===== src/rtl/clk_div_pkg.sv =====
// Shared types and constants for the multi-channel clock divider controller.
package clk_div_pkg;

    localparam int DIV_W_DEF = 28;
    localparam int CFG_CHAN_W = 4;
    localparam int CFG_DIV_W = 32;

    typedef enum logic [1:0] {
        CH_OFF  = 2'd0,
        CH_RUN  = 2'd1,
        CH_PEND = 2'd2
    } ch_state_t;

    typedef struct packed {
        logic [CFG_CHAN_W-1:0] chan;
        logic [CFG_DIV_W-1:0]  div;
        logic                  en;
    } cfg_req_t;

    // A zero divisor always means stop, whatever the enable bit says.
    function automatic logic cfg_is_enable(input logic en, input logic [CFG_DIV_W-1:0] div);
        return en && (div != {CFG_DIV_W{1'b0}});
    endfunction

endpackage


===== src/rtl/clk_div_chan.sv =====
// One divider channel: period counter, run/pending state and tick/square-wave decode.
module clk_div_chan
    import clk_div_pkg::*;
#(
    parameter int DIV_W = DIV_W_DEF
) (
    input  logic             clk_i,
    input  logic             rst_i,
    input  logic             sync_i,
    input  logic             wr_i,
    input  logic             wr_en_i,
    input  logic [DIV_W-1:0] wr_div_i,
    output logic             tick_o,
    output logic             div_o,
    output logic             pend_o
);

    localparam logic [DIV_W-1:0] ONE = DIV_W'(1);

    ch_state_t        state_r;
    logic [DIV_W-1:0] cnt_r;
    logic [DIV_W-1:0] div_r;
    logic [DIV_W-1:0] nxt_div_r;
    logic             nxt_en_r;
    logic             run_s;

    // Outputs decode straight from registered state so tick lands on the last count.
    always_comb begin
        run_s  = (state_r != CH_OFF);
        tick_o = run_s && (cnt_r == (div_r - ONE));
        div_o  = run_s && ((div_r == ONE) || (cnt_r < (div_r >> 1)));
        pend_o = (state_r == CH_PEND);
    end

    // Channel state, counter and deferred-update register.
    always_ff @(posedge clk_i or posedge rst_i) begin
        if (rst_i) begin
            state_r   <= CH_OFF;
            cnt_r     <= {DIV_W{1'b0}};
            div_r     <= {DIV_W{1'b0}};
            nxt_div_r <= {DIV_W{1'b0}};
            nxt_en_r  <= 1'b0;
        end else if (sync_i && run_s) begin
            cnt_r <= {DIV_W{1'b0}};
            if (state_r == CH_PEND) begin
                state_r <= nxt_en_r ? CH_RUN : CH_OFF;
                div_r   <= nxt_en_r ? nxt_div_r : {DIV_W{1'b0}};
            end else begin
                state_r <= state_r;
            end
        end else begin
            case (state_r)
                CH_OFF: begin
                    if (wr_i && wr_en_i) begin
                        state_r <= CH_RUN;
                        div_r   <= wr_div_i;
                        cnt_r   <= {DIV_W{1'b0}};
                    end else begin
                        cnt_r <= {DIV_W{1'b0}};
                    end
                end
                CH_RUN: begin
                    cnt_r <= tick_o ? {DIV_W{1'b0}} : (cnt_r + ONE);
                    if (wr_i) begin
                        state_r   <= CH_PEND;
                        nxt_div_r <= wr_div_i;
                        nxt_en_r  <= wr_en_i;
                    end else begin
                        state_r <= CH_RUN;
                    end
                end
                CH_PEND: begin
                    // The stored update only lands on the edge that closes a full period.
                    if (tick_o) begin
                        cnt_r   <= {DIV_W{1'b0}};
                        state_r <= nxt_en_r ? CH_RUN : CH_OFF;
                        div_r   <= nxt_en_r ? nxt_div_r : {DIV_W{1'b0}};
                    end else begin
                        cnt_r <= cnt_r + ONE;
                    end
                end
                default: begin
                    state_r <= CH_OFF;
                    cnt_r   <= {DIV_W{1'b0}};
                    div_r   <= {DIV_W{1'b0}};
                end
            endcase
        end
    end

endmodule


===== src/rtl/clk_div_ctrl.sv =====
// Multi-channel programmable divider: config decode, ready mux and sync fan-out.
module clk_div_ctrl
    import clk_div_pkg::*;
#(
    parameter int CHANNELS = 4,
    parameter int DIV_W = DIV_W_DEF,
    localparam int CH_W = (CHANNELS > 1) ? $clog2(CHANNELS) : 1
) (
    input  logic                clk_i,
    input  logic                rst_i,
    input  logic                cfg_valid_i,
    output logic                cfg_ready_o,
    input  logic [CH_W-1:0]     cfg_chan_i,
    input  logic [DIV_W-1:0]    cfg_div_i,
    input  logic                cfg_en_i,
    input  logic                sync_i,
    output logic [CHANNELS-1:0] tick_o,
    output logic [CHANNELS-1:0] div_o,
    output logic [CHANNELS-1:0] pend_o
);

    cfg_req_t            req_s;
    logic                pend_sel_s;
    logic                accept_s;
    logic                wr_en_s;
    logic [CHANNELS-1:0] wr_s;

    // Ready depends only on the addressed channel; out-of-range channels never block.
    always_comb begin
        req_s.chan = CFG_CHAN_W'(cfg_chan_i);
        req_s.div  = CFG_DIV_W'(cfg_div_i);
        req_s.en   = cfg_en_i;
        pend_sel_s = 1'b0;
        for (int c = 0; c < CHANNELS; c++) begin
            pend_sel_s = pend_sel_s | ((cfg_chan_i == CH_W'(c)) & pend_o[c]);
        end
        cfg_ready_o = !rst_i && !sync_i && !pend_sel_s;
        accept_s    = cfg_valid_i && cfg_ready_o;
        wr_en_s     = cfg_is_enable(req_s.en, req_s.div);
        for (int c = 0; c < CHANNELS; c++) begin
            wr_s[c] = accept_s && (req_s.chan == CFG_CHAN_W'(c));
        end
    end

    for (genvar c = 0; c < CHANNELS; c++) begin : g_chan
        clk_div_chan #(
            .DIV_W(DIV_W)
        ) u_chan (
            .clk_i    (clk_i),
            .rst_i    (rst_i),
            .sync_i   (sync_i),
            .wr_i     (wr_s[c]),
            .wr_en_i  (wr_en_s),
            .wr_div_i (DIV_W'(req_s.div)),
            .tick_o   (tick_o[c]),
            .div_o    (div_o[c]),
            .pend_o   (pend_o[c])
        );
    end

endmodule

===== config.mk =====
export PLATFORM = sky130hd
export DESIGN_NAME = clk_div_ctrl
export DESIGN_NICKNAME = d
export VERILOG_FILES = /design/src/rtl/clk_div_pkg.sv /design/src/rtl/clk_div_chan.sv /design/src/rtl/clk_div_ctrl.sv
export SDC_FILE = /design/constraint.sdc
export NUM_CORES = 1
export LEC_CHECK = 0
export CORE_AREA = 4 4 206 208
export CTS_CLUSTER_DIAMETER = 120
export DETAILED_ROUTE_END_ITERATION = 16
export DIE_AREA = 0 0 210 212
export GPL_TIMING_DRIVEN = 0
export PLACE_DENSITY = 0.78
export SLEW_MARGIN = 5
export SYNTH_ARGS = -nofsm -noshare
export SYNTH_HDL_FRONTEND = slang
export SYNTH_SLANG_ARGS = --single-unit

===== constraint.sdc =====
create_clock -name clk_i -period 11.5 [get_ports clk_i]
set_input_delay 1.15 -clock clk_i [delete_from_list [all_inputs] [get_ports clk_i]]
set_output_delay 1.15 -clock clk_i [all_outputs]
set_load 0.02 [all_outputs]

==> flow_summary.toml <==
[clock_tree]
cts_buffer_depth = 3
tritoncts = "done"
root_buffer = "clkbuf_16"
cts_sinks = 348
clock_latency_ns = 0.57
clkTransAtPathRegs_ns = 0.06
cts.htree.levels = 2
hold_buffers = 0
postCtsSetupRepairBufs = 0
post_cts_resized = 0
numCtsBuffers = 39

[run]
drv_cap = 0

[synthesis]
yosys_warnings = 0
synth_top_area_cell = "dfrtp_1"
yosysSeqAreaShare = 0.373
synth_top_area_share = 0.373
syn_nets = 2660
synth-edff-count = 0
synthArstFlopShare = 1.00
postSynthCellCount = 2493
synth.distinct_cells = 89
ys_seq_elements = 348
synth_common_cells = "348 x dfrtp_1, 254 x nor2_1, 132 x ha_1, 130 x inv_1, 120 x xnor2_1"
synth_most_common_cell = "dfrtp_1"
syn_area_mm2 = 0.0234
avgSynthCellArea_um2 = 9.38
synthFlopType = "dfrtp_1"
synth_area_leaders = "dfrtp_1 37%, ha_1 7.1%, mux2_2 5.7%, xnor2_1 4.5%, nor2_1 4.1%"

[pwr]
p_leak_nw = 11.5
vdd_drop_max_mv = 0.151
p_total_mw = 5.89
powerDensity_mw_per_mm2 = 229

[grt]
antenna_found_initial = 6
grt_max_degree = 123
first_global_vias = 19800
grt_usage = 0.286
grt_pass1_wl_um = 104000
grt-ovfl-total = 0

[timing]
grt_setup_unrepaired = "no"
maxSlewHeadroom = 0.0856
finalClockSkew_ns = 0.0135
setup_violations = 0
drv_slew = 0
fin_setup_tns_ns = 0
period_share = 0.517
holdWs_ns = 0.506
postLayoutSetupSlackWorst_ns = 5.55
tightest_slew_ns = 1.37
fmax_mhz = 168
period_minus_slack_ns = 5.95
hold_viol_final = 0

[placement]
pre_cts_ws_ns = 6.29
portBuffers = 19
placed_area_mm2 = 0.0243
place_hpwl_um = 47200
routabilityCongestion = 0.952
place_inst = 3047

[die]
start_util = 0.576
top_level_ports = 48
fp-row-count = 74
die-width_um = 210
dieArea_mm2 = 0.0445
coreArea_mm2 = 0.0406
dieHeight_um = 212

[worst_setup_path]
crit_path_max_fanout = 10
slowest_stage = "nor3b_1"
cp.arrival_ns = 4.80
crit_buf_inv = 4
worst_setup_path_end_kind = "output pin"
critical_path.top_delay_family = "simple AND/OR/NAND/NOR gates"
path_cells = "inv_1, ha_1, nor3b_1, nand3_1, clkbuf_1, nor4b_1, o2111ai_1, nor4_1, buf_4, clkdlybuf4s50_1"
cp-start-kind = "flop"
worst-endpoint-required_ns = 10.35
critical_path.max_stage_delay_ns = 0.70
path_class = "reg2out"

[drt]
drt-wirelength-per-cell_um = 20.7
met2_wirelength_um = 30100
dr.pass1.iters = 6
met1Wirelength_um = 27200
final_antenna_net_count = 0
wl_met3_um = 5150
vias = 19800
wirelength_um = 64600
maxUsedRoutingLayer = "met5"
drc_errors = 0
first_iter_violations = 1920
vias_per_cell = 6.36

[cells_and_area]
fill_cells = 3357
antenna_cells = 0
postLayoutCoreUtil = 0.633
final_area_mm2 = 0.0257
layout-drive-gt1-share = 0.101
syn2layout_area_growth_pct = 9.80
layout.nets = 2723
fin_cells = 3117

[worst_hold_path]
hp-class = "reg2reg"

[status]
status = "complete, no violations"
-- per-layer routing --
layer	vias to the layer above	global-route usage
met3	178	0.0630
met4	12	0.0941
met5	-	0
met2	760	0.469
met1	9767	0.381
li1	9106	-
-- layout by cell type (no fill, tap or decap), types with 20 or more instances in the layout --
cell / netlist / routed
nand4_1: 58 / 58
mux2i_1: 93 / 93
nand2_1: 106 / 106
clkbuf_16: 0 / 41
or3_1: 20 / 20
nor2_1: 254 / 254
xnor2_1: 120 / 120
a21o_1: 42 / 42
o21ai_0: 37 / 37
nand3_1: 81 / 81
xor2_1: 107 / 107
clkbuf_1: 91 / 98
ha_1: 132 / 132
dfrtp_1: 348 / 348
and3_1: 42 / 42
inv_1: 130 / 129
buf_1: 21 / 21
mux2_2: 119 / 119
nor4_1: 38 / 38
nor2b_1: 20 / 20
nand2b_1: 21 / 21
a22o_1: 28 / 28
a21oi_1: 77 / 77
nor3_1: 110 / 110
o22ai_1: 37 / 37
a22oi_1: 85 / 85
-- state kept, by name (all words and copies together), names as in the netlist --
signal,count
g_chan.u_chan.div_r,112
g_chan.u_chan.nxt_en_r,4
g_chan.u_chan.state_r,8
g_chan.u_chan.cnt_r,112
g_chan.u_chan.nxt_div_r,112
-- path summary, 6_finish.rpt --
check                                                                 from                                         end  slack [ns]  depth (start not counted)
worst max register to register       g_chan[1].u_chan.div_r[1]$_DFFE_PP0P_        g_chan[1].u_chan.cnt_r[21]$_DFF_PP0_        6.92                         12
worst min register to register  g_chan[3].u_chan.nxt_div_r[17]$_DFFE_PP0P_  g_chan[3].u_chan.nxt_div_r[17]$_DFFE_PP0P_        0.51                          1
worst min-delay path            g_chan[3].u_chan.nxt_div_r[17]$_DFFE_PP0P_  g_chan[3].u_chan.nxt_div_r[17]$_DFFE_PP0P_        0.51                          1
worst max-delay path                 g_chan[1].u_chan.div_r[1]$_DFFE_PP0P_                                   tick_o[1]        5.55                         10
min in group asynchronous                                            rst_i   g_chan[1].u_chan.nxt_div_r[6]$_DFFE_PP0P_        1.06                          2
max in group asynchronous                                            rst_i  g_chan[3].u_chan.nxt_div_r[27]$_DFFE_PP0P_        9.08                          4
-- logic make-up (layout without fill, tap and decap cells) --
kind of cell    Yosys count  in the layout  synth area share
compound gates          431            431             0.130
simple gates            862            862             0.192
fa+ha+maj               132            132            0.0707
xor+xnor                227            227            0.0851
buf+inv                 279            371            0.0509
flops                   348            348             0.373
mux                     214            214            0.0986
-- report_power, final --
| part | internal [mW] | leakage [nW] | switching [mW] |
|---|---|---|---|
| logic | 1.07 | 6.23 | 1.52 |
| registers | 1.60 | 4.56 | 0.380 |
| clock network | 0.788 | 0.659 | 0.528 |
-- area by class of cell --
cell class / instances / area [um2] / share of cell area
clock inverters: 11 / 135 / 0.00527
clock buffers: 59 / 1200 / 0.0469
multi-input cells: 1866 / 13500 / 0.525
repair buffers: 22 / 273 / 0.0106
well taps: 532 / 666 / 0.0259
plain buffers: 149 / 701 / 0.0273
inverters: 130 / 495 / 0.0193
flip-flops and latches: 348 / 8710 / 0.339
Note: power is estimated with default switching activity, not from simulation.
